===== src/rtl/tdm_sel_ctrl.sv =====
// Time-division select controller driving the select of a 2:1 mux.
// Optional switch counter: define TDM_SWITCH_COUNT_EN to build it.
module tdm_sel_ctrl #(
  parameter int DWELL_W = 8,
  parameter int CNT_W   = 16
) (
  input  logic               clk,
  input  logic               rst,
  input  logic               en,
  input  logic               start,
  input  logic               stop,
  input  logic               load,
  input  logic [DWELL_W-1:0] dwell_a,
  input  logic [DWELL_W-1:0] dwell_b,
  output logic               s,
  output logic               sel_change,
  output logic               busy,
  output logic [CNT_W-1:0]   switch_count
);

  typedef enum logic [1:0] {
    IDLE,
    RUN_A,
    RUN_B
  } state_t;

  localparam logic [DWELL_W-1:0] ONE = 1;

  state_t state_q, state_d;
  logic [DWELL_W-1:0] cnt_q, cnt_d;
  logic [DWELL_W-1:0] sha_q, shb_q;
  logic [DWELL_W-1:0] a_m1, b_m1;
  logic s_q, s_d;
  logic chg_q, chg_d;
  logic stop_pend_q, stop_pend_d;
  logic start_pend_q, start_pend_d;

  // A zero dwell behaves as a one-cycle dwell
  assign a_m1 = (sha_q == '0) ? '0 : sha_q - ONE;
  assign b_m1 = (shb_q == '0) ? '0 : shb_q - ONE;

  always_ff @(posedge clk or posedge rst) begin
    if (rst) begin
      state_q      <= IDLE;
      cnt_q        <= '0;
      sha_q        <= ONE;
      shb_q        <= ONE;
      s_q          <= 1'b0;
      chg_q        <= 1'b0;
      stop_pend_q  <= 1'b0;
      start_pend_q <= 1'b0;
    end else begin
      state_q      <= state_d;
      cnt_q        <= cnt_d;
      s_q          <= s_d;
      chg_q        <= chg_d;
      stop_pend_q  <= stop_pend_d;
      start_pend_q <= start_pend_d;
      if (load) begin
        sha_q <= dwell_a;
        shb_q <= dwell_b;
      end
    end
  end

  always_comb begin
    state_d      = state_q;
    cnt_d        = cnt_q;
    s_d          = s_q;
    chg_d        = 1'b0;
    stop_pend_d  = stop_pend_q;
    start_pend_d = start_pend_q;
    if (state_q != IDLE && stop)
      stop_pend_d = 1'b1;
    if (en) begin
      unique case (state_q)
        IDLE: begin
          start_pend_d = 1'b0;
          stop_pend_d  = 1'b0;
          if ((start || start_pend_q) && !stop) begin
            state_d = RUN_A;
            cnt_d   = a_m1;
          end
        end
        RUN_A: begin
          if (cnt_q == '0) begin
            state_d = RUN_B;
            s_d     = 1'b1;
            cnt_d   = b_m1;
            chg_d   = 1'b1;
          end else begin
            cnt_d = cnt_q - ONE;
          end
        end
        RUN_B: begin
          if (cnt_q == '0) begin
            s_d   = 1'b0;
            chg_d = 1'b1;
            if (stop_pend_q || stop) begin
              state_d     = IDLE;
              stop_pend_d = 1'b0;
            end else begin
              state_d = RUN_A;
              cnt_d   = a_m1;
            end
          end else begin
            cnt_d = cnt_q - ONE;
          end
        end
        default: state_d = IDLE;
      endcase
    end else if (state_q == IDLE) begin
      // Hold a start request across a freeze
      if (stop)
        start_pend_d = 1'b0;
      else if (start)
        start_pend_d = 1'b1;
    end
  end

  assign s          = s_q;
  assign sel_change = chg_q;
  assign busy       = (state_q != IDLE);

`ifdef TDM_SWITCH_COUNT_EN
  localparam logic [CNT_W-1:0] CNT_ONE = 1;
  logic [CNT_W-1:0] sw_cnt_q;

  always_ff @(posedge clk or posedge rst) begin
    if (rst)
      sw_cnt_q <= '0;
    else if (chg_d)
      sw_cnt_q <= sw_cnt_q + CNT_ONE;
  end

  assign switch_count = sw_cnt_q;
`else
  assign switch_count = '0;
`endif

endmodule

===== config.mk =====
export PLATFORM = sky130hd
export DESIGN_NAME = tdm_sel_ctrl
export DESIGN_NICKNAME = d
export VERILOG_FILES = /design/src/rtl/tdm_sel_ctrl.sv
export SDC_FILE = /design/constraint.sdc
export NUM_CORES = 1
export LEC_CHECK = 0
export ABC_AREA = 1
export CORE_MARGIN = 2
export CORE_UTILIZATION = 50
export DETAILED_ROUTE_END_ITERATION = 10
export PLACE_DENSITY = 0.77
export REMOVE_ABC_BUFFERS = 1
export SLEW_MARGIN = 5
export SYNTH_ARGS = -nofsm -noshare
export SYNTH_HDL_FRONTEND = slang
export SYNTH_SLANG_ARGS = --single-unit

===== constraint.sdc =====
create_clock -name clk -period 2.7 [get_ports clk]
set_input_delay 0.81 -clock clk [delete_from_list [all_inputs] [get_ports clk]]
set_output_delay 0.81 -clock clk [all_outputs]
set_load 0.02 [all_outputs]

==> results of run 1 <==
flip-flops by register name, indices dropped and copies added (netlist names):
register	flops
sel_change	1
start_pend_q	1
shb_q	8
stop_pend_q	1
state_q	2
s	1
sha_q	8
cnt_q	8
area by class of cell:
type / count / area [um2]
clock buffers: 5 / 68.8
clock inverters: 3 / 40.0
fillers: 405 / 1760
inverters: 40 / 158
multi-input cells: 234 / 1190
flip-flops and latches: 30 / 753
well taps: 52 / 65.1
repair buffers: 27 / 263
worst max-delay path by stage:
stage | startpoint | to | slack (ns) | cells past startpoint
floorplan | stop | cnt_q[0]$_DFFE_PP0P_ | 1.02 | 10
global placement | stop | cnt_q[2]$_DFFE_PP0P_ | 0.45 | 11
CTS | state_q[0]$_DFFE_PP0P_ | busy | 0.14 | 4
global route | state_q[0]$_DFFE_PP0P_ | busy | 0.06 | 4
detailed placement | stop | cnt_q[2]$_DFFE_PP0P_ | 0.37 | 11
finish | state_q[0]$_DFFE_PP0P_ | busy | 0.14 | 4
where the power goes:
group	switching (mW)	internal [mW]	leakage (nW)
registers	0.109	0.567	0.363
clock network	0.172	0.271	0.0579
logic	0.600	0.355	0.843
logic make-up (layout without fill, tap and decap cells):
group | after synthesis | in the layout | share of synthesized area (%)
simple gates | 151 | 151 | 30.3
fa+ha+maj | 10 | 10 | 5.69
buf+inv | 62 | 75 | 14.2
compound gates | 48 | 48 | 11.6
other cells | 1 | 16 | 0.171
flops | 30 | 30 | 34.3
xor+xnor | 8 | 8 | 3.19
mux | 1 | 1 | 0.512
routing by layer:
metal | vias to the layer above | track usage, %
met4 | 0 | 5.98
met2 | 60 | 32.3
li1 | 1010 | -
met3 | 5 | 4.33
met5 | - | 0
met1 | 866 | 27.3
critical path: cells and delay by family, from the launching register on:
family / cells / cell delay [ns]
adder cells (fa/ha/maj): 1 / 0.23
buffers and inverters: 3 / 0.86
flip-flops: 1 / 0.37
placed cells by master, fill, tap and decap left out, types with 3 or more instances in the layout:
| cell type | n |
|---|---|
| nand2_1 | 71 |
| nor2_1 | 38 |
| inv_1 | 35 |
| o21ai_0 | 29 |
| dfrtp_1 | 28 |
| nand3_1 | 25 |
| clkdlybuf4s50_1 | 24 |
| conb_1 | 16 |
| a21oi_1 | 13 |
| ha_1 | 10 |
| xor2_1 | 7 |
| clkbuf_8 | 5 |
| inv_2 | 3 |
| nand2_2 | 3 |
| buf_4 | 3 |
per-stage QoR:
step | instances | setup slack, ns | utilization, %
4_1_cts | 391 | 0.136 | 59.0
3_5_place_dp | 383 | 0.370 | 56.5
3_3_place_gp | 383 | 0.455 | 56.5
2_1_floorplan | 304 | 1.02 | -
6_report | 391 | 0.141 | 59.0
5_1_grt | 391 | 0.0574 | 59.0
==> metrics, run 1 <==
status=complete, no violations; Setup Buffers After CTS=0; ranking of synthesized cells by area=dfrtp_1, nand2_1, o21ai_0; vias=1941; peak fanout along the critical path=6; max-slew violation count=0; Crit path top cell by count=inv_1; hold buffer count at CTS=0; DRC=0; Overflow after GRT=0; Max Freq=391 MHz; hold path startpoint=s$_DFFE_PP0P_; Design Area, Final=2530 um2; crit path kind=flop to output port; CP peak stage delay=0.63 ns; layout cells sized above 1=9.44%; Routed met2 length=2100 um; Vias/cell=4.96; post-synth top area share=31.9%; Seq cells post-synth=30; final period demand of the worst path=2.56 ns; number of library cell types mapped by synthesis=34; Clock Tree Buf Depth=2; Nets=370; Wirelength per Cell=11.5 um; fraction of registers with async set/reset=100%; CP max-delay cell=clkdlybuf4s50_1; ANT nets after route=0; post-synth top area cell=dfrtp_1; worst vdd ir=300 uV; Synth top cells by count=nand2_1, nor2_1, inv_1; clk_skew=0.00345 ns; post_cts resized=0; Worst R2R End=cnt_q[2]$_DFFE_PP0P_; max cap viols=0; Post-synth EDFFs=0; Fin Hold WS=0.488 ns; endpoint class of the critical path=output port; Top Layer Used=met4; Setup Viol. Count Final=0; Clock Latency Late Sink=0.28 ns; initial antenna violation count=0; Num CTS Buffers=5; Met3 Wirelength=199 um; setup TNS=0 ns; RD Place Congestion=0.859; Rows=24; Synth warnings=0; die height=70.3 um; Avg Cell Area, Syn=7.06 um2; Cells after Synth=311; reg2reg start=state_q[0]$_DFFE_PP0P_; CP arrival=1.75 ns; final-report hold violation count=0; core box area=4290 um2; vias in the first global route=1812; Horiz. Die Dim=70.3 um; Startpoint Class=flop; Final period util=94.8%; Iteration-0 DRC Markers=126; placed cell area=2430 um2; pwr/cell area=818 nW/um2; clock sink total=30; # H-tree levels=2; FF-to-FF path depth=11; Ports=41; dominant synthesized flop cell=dfrtp_1; area growth from synthesis to layout=15.4%; Tot Pwr=2.07 mW; CTS tree=yes; Hold Crit Endpoint=s$_DFFE_PP0P_; cell count of the worst hold path=2; placed wire-length estimate=3590 um; global-route wire length before repair=7980 um; unrepaired setup endpoints after global routing=no; Clock transition at path regs=0.06 ns; register area share after synthesis=34.3%; top-count cell post-synth=nand2_1; flop2flop setup slack=0.83 ns; diode count=0; Starting Density=51.2%; HP Class=flop to flop; final WL=4480 um; routed length on met1=2120 um; CP Cell Sequence=inv_1 -> ha_1 -> inv_1 -> clkdlybuf4s50_1; CP Data Required Time=1.89 ns; GRT Total Usage=20.1%; die area=4940 um2; IO Port Bufs=24; Leak Pwr=1.26 nW; post-synthesis cell area=2200 um2; pin count of the biggest net entering global routing=31; 1st-pass router iterations=7; clock root buffer=clkbuf_8
No activity file was read; power rests on OpenSTA's default activity.
==> inputs of run 2 (changes only) <==
CTS_CLUSTER_DIAMETER = 40   (was unset)
==> results of run 2 <==
The final DEF is identical to that of run 1; final timing and power are the same.
